--- config.mk ---
export PLATFORM = sky130hd
export DESIGN_NAME = ps2_host_tx
export DESIGN_NICKNAME = d
export VERILOG_FILES = /design/src/rtl/ps2_host_tx.sv
export SDC_FILE = /design/constraint.sdc
export NUM_CORES = 1
export LEC_CHECK = 0
export ABC_AREA = 1
export CORE_MARGIN = 10
export CORE_UTILIZATION = 45
export DETAILED_ROUTE_END_ITERATION = 6
export PLACE_DENSITY_LB_ADDON = 0.08
export RECOVER_POWER = 25
export SYNTH_ARGS = -nofsm -noshare
export SYNTH_HDL_FRONTEND = slang
export SYNTH_SLANG_ARGS = --single-unit
--- constraint.sdc ---
create_clock -name clock -period 2.3 [get_ports clock]
set_input_delay 0.46 -clock clock [delete_from_list [all_inputs] [get_ports clock]]
set_output_delay 0.46 -clock clock [all_outputs]
set_load 0.005 [all_outputs]
--- src/rtl/ps2_host_tx.sv ---
// ps2_host_tx: PS/2 host-to-device command byte transmitter.
// Build option: define PS2_TX_RETRY_EN to retry a failed frame up to twice.
module ps2_host_tx #(
    parameter int CLK_HZ     = 100000000,
    parameter int INHIBIT_US = 120,
    parameter int TIMEOUT_US = 15000,
    parameter int FILTER_LEN = 8
) (
    input  logic       clock,
    input  logic       rst,
    input  logic       send,
    input  logic [7:0] tx_byte,
    input  logic       ps2_clk_in,
    input  logic       ps2_data_in,
    output logic       ps2_clk_oe,
    output logic       ps2_data_oe,
    output logic       busy,
    output logic       done,
    output logic       err,
    output logic       err_timeout
);

    localparam longint INH_CYC =
        longint'(INHIBIT_US) * longint'(CLK_HZ) / longint'(1000000);
    localparam longint TO_CYC =
        longint'(TIMEOUT_US) * longint'(CLK_HZ) / longint'(1000000);
    localparam longint MAX_CYC = (INH_CYC > TO_CYC) ? INH_CYC : TO_CYC;
    localparam int CW = $clog2(MAX_CYC + 1);
    localparam int FW = (FILTER_LEN > 1) ? $clog2(FILTER_LEN) : 1;

    typedef enum logic [2:0] {
        S_IDLE, S_INHIBIT, S_START, S_RELEASE,
        S_DATA, S_ACK, S_WAIT_IDLE
    } state_t;

    state_t        state_q, state_n;
    logic [CW-1:0] cnt_q, cnt_n;
    logic [3:0]    bit_cnt_q, bit_cnt_n;
    logic [9:0]    frame_q, frame_n;
    logic          data_oe_q, data_oe_n;
    logic          ack_ok_q, ack_ok_n;
    logic          err_to_q, err_to_n;
    logic          done_q, done_n;
    logic          err_q, err_n;
    logic          fail, fail_to;
`ifdef PS2_TX_RETRY_EN
    logic [1:0]    retry_q, retry_n;
`endif

    logic [1:0]    clk_sync, data_sync;
    logic          clk_filt, clk_filt_d;
    logic [FW-1:0] filt_cnt;
    logic          fall, data_s;

    // Sync both lines; debounce the clock so ringing never counts as an edge.
    always_ff @(posedge clock or posedge rst) begin
        if (rst) begin
            clk_sync   <= 2'b11;
            data_sync  <= 2'b11;
            clk_filt   <= 1'b1;
            clk_filt_d <= 1'b1;
            filt_cnt   <= '0;
        end else begin
            clk_sync   <= {clk_sync[0], ps2_clk_in};
            data_sync  <= {data_sync[0], ps2_data_in};
            clk_filt_d <= clk_filt;
            if (clk_sync[1] == clk_filt) begin
                filt_cnt <= '0;
            end else if (filt_cnt == FW'(FILTER_LEN - 1)) begin
                clk_filt <= clk_sync[1];
                filt_cnt <= '0;
            end else begin
                filt_cnt <= filt_cnt + 1'b1;
            end
        end
    end

    assign fall   = clk_filt_d & ~clk_filt;
    assign data_s = data_sync[1];

    always_ff @(posedge clock or posedge rst) begin
        if (rst) begin
            state_q   <= S_IDLE;
            cnt_q     <= '0;
            bit_cnt_q <= '0;
            frame_q   <= '0;
            data_oe_q <= 1'b0;
            ack_ok_q  <= 1'b0;
            err_to_q  <= 1'b0;
            done_q    <= 1'b0;
            err_q     <= 1'b0;
`ifdef PS2_TX_RETRY_EN
            retry_q   <= '0;
`endif
        end else begin
            state_q   <= state_n;
            cnt_q     <= cnt_n;
            bit_cnt_q <= bit_cnt_n;
            frame_q   <= frame_n;
            data_oe_q <= data_oe_n;
            ack_ok_q  <= ack_ok_n;
            err_to_q  <= err_to_n;
            done_q    <= done_n;
            err_q     <= err_n;
`ifdef PS2_TX_RETRY_EN
            retry_q   <= retry_n;
`endif
        end
    end

    always_comb begin
        state_n   = state_q;
        cnt_n     = cnt_q;
        bit_cnt_n = bit_cnt_q;
        frame_n   = frame_q;
        data_oe_n = data_oe_q;
        ack_ok_n  = ack_ok_q;
        err_to_n  = err_to_q;
        done_n    = 1'b0;
        err_n     = 1'b0;
        fail      = 1'b0;
        fail_to   = 1'b0;
`ifdef PS2_TX_RETRY_EN
        retry_n   = retry_q;
`endif
        unique case (state_q)
            S_IDLE: begin
                if (send) begin
                    frame_n  = {1'b1, ~^tx_byte, tx_byte};
                    err_to_n = 1'b0;
                    cnt_n    = CW'(INH_CYC);
                    state_n  = S_INHIBIT;
`ifdef PS2_TX_RETRY_EN
                    retry_n  = '0;
`endif
                end
            end
            S_INHIBIT: begin
                if (cnt_q <= CW'(1)) begin
                    data_oe_n = 1'b1;
                    state_n   = S_START;
                end else begin
                    cnt_n = cnt_q - 1'b1;
                end
            end
            S_START: state_n = S_RELEASE;
            S_RELEASE: begin
                cnt_n     = CW'(TO_CYC);
                bit_cnt_n = '0;
                state_n   = S_DATA;
            end
            S_DATA: begin
                if (cnt_q <= CW'(1)) begin
                    fail    = 1'b1;
                    fail_to = 1'b1;
                end else begin
                    cnt_n = cnt_q - 1'b1;
                    if (fall) begin
                        data_oe_n = ~frame_q[bit_cnt_q];
                        bit_cnt_n = bit_cnt_q + 4'd1;
                        if (bit_cnt_q == 4'd9) state_n = S_ACK;
                    end
                end
            end
            S_ACK: begin
                if (cnt_q <= CW'(1)) begin
                    fail    = 1'b1;
                    fail_to = 1'b1;
                end else begin
                    cnt_n = cnt_q - 1'b1;
                    if (fall) begin
                        ack_ok_n = ~data_s;
                        state_n  = S_WAIT_IDLE;
                    end
                end
            end
            S_WAIT_IDLE: begin
                if (cnt_q <= CW'(1)) begin
                    fail    = 1'b1;
                    fail_to = 1'b1;
                end else begin
                    cnt_n = cnt_q - 1'b1;
                    if (clk_filt && data_s) begin
                        if (ack_ok_q) begin
                            done_n  = 1'b1;
                            state_n = S_IDLE;
                        end else begin
                            fail = 1'b1;
                        end
                    end
                end
            end
            default: state_n = S_IDLE;
        endcase

        // Failure: release the data line, then retry or report.
        if (fail) begin
            data_oe_n = 1'b0;
            err_to_n  = fail_to;
`ifdef PS2_TX_RETRY_EN
            if (retry_q != 2'd2) begin
                retry_n = retry_q + 2'd1;
                cnt_n   = CW'(INH_CYC);
                state_n = S_INHIBIT;
            end else
`endif
            begin
                err_n   = 1'b1;
                state_n = S_IDLE;
            end
        end
    end

    assign ps2_clk_oe  = (state_q == S_INHIBIT) || (state_q == S_START);
    assign ps2_data_oe = data_oe_q;
    assign busy        = (state_q != S_IDLE);
    assign done        = done_q;
    assign err         = err_q;
    assign err_timeout = err_to_q;

endmodule

==> summary.md <==
| Metric | Value |
|---|---|
| WL/cell | ~13 um |
| Clk slew on worst S/H paths | ~0.1 ns |
| Warnings, synthesis | 0 |
| RSZ-0062 raised after global routing | false |
| Synthesis-stage register bit count | 52 |
| CTS Buf Count | 5 |
| Die area | 10430 sq um |
| Final max-slew violation count | 0 |
| Power Density | 1281 nW/um^2 |
| # H-tree levels | 2 |
| Critical path arrival | 1.70 ns |
| Share of the synthesized area in the top cell type | 37.91% |
| Largest net degree at the start of global routing | 17 |
| GRT Util Overall | 13.44% |
| Post-Route WL | approximately 6400 um |
| Post-synth ARST share | between 90% and 100% |
| Total congestion overflow | 0 |
| Final setup fails | 0 |
| Net Switching | around 0.0019 W |
| Post-Synthesis Cells | ~400 |
| Leak Pwr | approximately 1.7 nW |
| Worst Setup End Kind | output pin |
| Post-synth top area cell | dfrtp_1 |
| Count leader, synth | nand2_1 |
| Ports | 19 |
| Critical path required time | between 1.5 and 2 ns |
| Router iterations before antenna repair | 5 |
| Max Clock Skew | around 0.005 ns |
| Switching share of power | ~44% |
| Port Buffers | 18 |
| Finished Cell Area | approximately 3400 sq um |
| Number of global-route vias before repair | 2370 |
| Tightest Pin Transition | between 0.7 and 0.8 ns |
| Worst slew margin | 52.63% |
| # nets final | around 450 |
| Seq pwr share | 35.3% |
| Critical path fanouts, max | 5 |
| Cell Rows | 29 |
| N_diodes | 0 |
| Via/cell ratio | between 5 and 6 |
| Post-synth design cell area | 3037 sq um |
| Die W | between 100 and 150 um |
| Synth unique cells | 30 |
| Synth Flop Type | dfrtp_1 |
| Vias | approximately 2.5k |
| Hold slack | between 0.3 and 0.4 ns |
| Synth area leaders | dfrtp_1 (38%), nand2_1 (16%), nor2_1 (6.3%) |
| DRC | 0 |
| CTS tree | done |
| Post-CTS resize count | 0 |
| Core ar. | ~6500 sq um |
| Fmax | approximately 460 MHz |
| First-pass GRT wire length | around 11000 um |
| Seq/Total Area, Yosys | about 43% |
| Comb pwr share | around half |
| Skew-Pair Late Insertion Delay | ~0.31 ns |
| Clock root buffer master | clkbuf_8 |
| Final hold viol count | 0 |
| Power, Total | roughly 0.0044 W |
| Clock power frac | 14.8% |
| DP Area | ~3300 sq um |
| Initial drt markers | around 120 |
| Startpoint types | flop |
| Die Y | about 100 um |
| Post-DP HPWL | between 4000 and 5000 um |
| Layout area overhead | 12.57% |
| Maximum VDD drop | approximately 490 uV |
| HP Class | reg2reg |
| Initial Util | a little under half |
| Hold Buf Count CTS | 0 |
| Antenna Nets Post-Route | 0 |
| Post-synth EDFFs | 0 |
| Crit path kind | reg2out |
| Setup repair bufs after CTS | 0 |
| Setup TNS | 0 ns |
| Layout cell share with drive strength beyond 1 | under 10% |
| Placer Congestion | 0.9008 |
| Worst-case clock buffer depth | 2 |
| Commonest cells post-synth | nand2_1 (126), nor2_1 (51), dfrtp_1 (46), inv_1 (38), nand3_1 (30) |
| Avg Inst Size Synth | 7.535 sq um |
| Status | finished, final reports clean |
| Internal Power | between 0.002 and 0.0025 W |
| Period utilization | between 90 and 100% |
| Synth Net Count | 422 |
| Tmin final | between 2 and 2.5 ns |
| Initial antenna violation count | 0 |
| Max-Cap Viols | 0 |
| CTS sink count | between 50 and 60 |
worst max-delay path, stage by stage, from the launching register on:
cell	delay [ns]
dfrtp_1	0.45
inv_1	0.13
nand2_1	0.10
o21ai_0	0.18
clkdlybuf4s50_1	0.53
metal layers:
layer | share of wire [%] | up-vias | track usage, %
li1 | - | 1320 | -
met1 | 51 | 1168 | 18.99
met2 | 43 | 50 | 19.95
met3 | 4.7 | 5 | 3.036
met4 | 1.0 | 0 | 4.013
met5 | 0 | - | 0
placed cells by master (no fill, tap or decap), drive strengths merged, types with 2 or more instances in the layout:
cell type	synthesis	final
dlygate4sd3	0	3
o21ai	28	28
dfstp	6	6
xor2	13	13
nand4	7	7
clkdlybuf4s50	0	15
dfrtp	46	46
nand2	129	129
a21oi	9	9
or2	2	2
clkbuf	4	8
inv	40	41
xnor2	9	9
ha	6	6
o21bai	2	2
nand3	30	30
nor2	51	51
nor3	3	3
buf	7	8
mux2	8	8
registers in the layout (all words and copies together) (netlist names), 2 cells and up:
name,flops
cnt_q,21
frame_q,10
bit_cnt_q,4
filt_cnt,3
state_q,3
clk_sync,2
data_sync,2
cell type report:
| cell class | count | area (sq um) |
|---|---|---|
| Clock buffer | 6 | 72.57 |
| Clock inverter | 2 | 38.79 |
| Fill cell | 652 | 3040 |
| Inverter | 40 | 150.1 |
| Multi-Input combinational cell | 300 | 1504 |
| Sequential cell | 52 | 1309 |
| Tap cell | 77 | 96.34 |
| Timing Repair Buffer | 28 | 247.7 |
path summary, 6_finish.rpt:
path / start / endpoint / cells past startpoint / slack, ns
max in group asynchronous: rst / ps2_data_oe / 3 / 0.66
setup reg to reg: cnt_q[3] / cnt_q[10] / 8 / 0.39
min in group asynchronous: rst / frame_q[1] / 2 / 0.62
setup / recovery: state_q[1] / ps2_clk_oe / 4 / 0.14
hold / removal: data_sync[0] / data_sync[1] / 0 / 0.36
hold reg to reg: data_sync[0] / data_sync[1] / 0 / 0.36
kinds of logic (layout without fill, tap and decap cells):
logic type | count (synthesis) | after routing | share of synthesized area [%]
AO/OA/AOI/OAI | 40 | 40 | 7.334
XOR/XNOR | 22 | 22 | 6.345
adder cells (fa/ha/maj) | 6 | 6 | 2.472
buffers and inverters | 51 | 76 | 7.375
flip-flops | 52 | 52 | 43.10
multiplexers | 8 | 8 | 2.967
AND/OR/NAND/NOR | 224 | 224 | 30.41
stage by stage:
step	util (%)	instances	worst slack (ns)
6_report	52.93	505	0.1386
3_3_place_gp	51.32	497	0.3784
2_1_floorplan	-	403	0.5921
3_5_place_dp	51.32	497	0.3290
5_1_grt	52.93	505	0.06480
4_1_cts	53.04	505	0.1285
power by group through the flow:
stage	Combinational (W)	Sequential (W)	Clock, W
final	0.00219	0.00154	0.000648
after global routing	0.00256	0.00160	0.000705
after CTS	0.00220	0.00155	0.000668
after detailed placement	0.00219	0.00156	0
after global placement	0.00216	0.00156	0
after floorplan	0.00176	0.00144	0
Power figures use the tool's default switching activity.
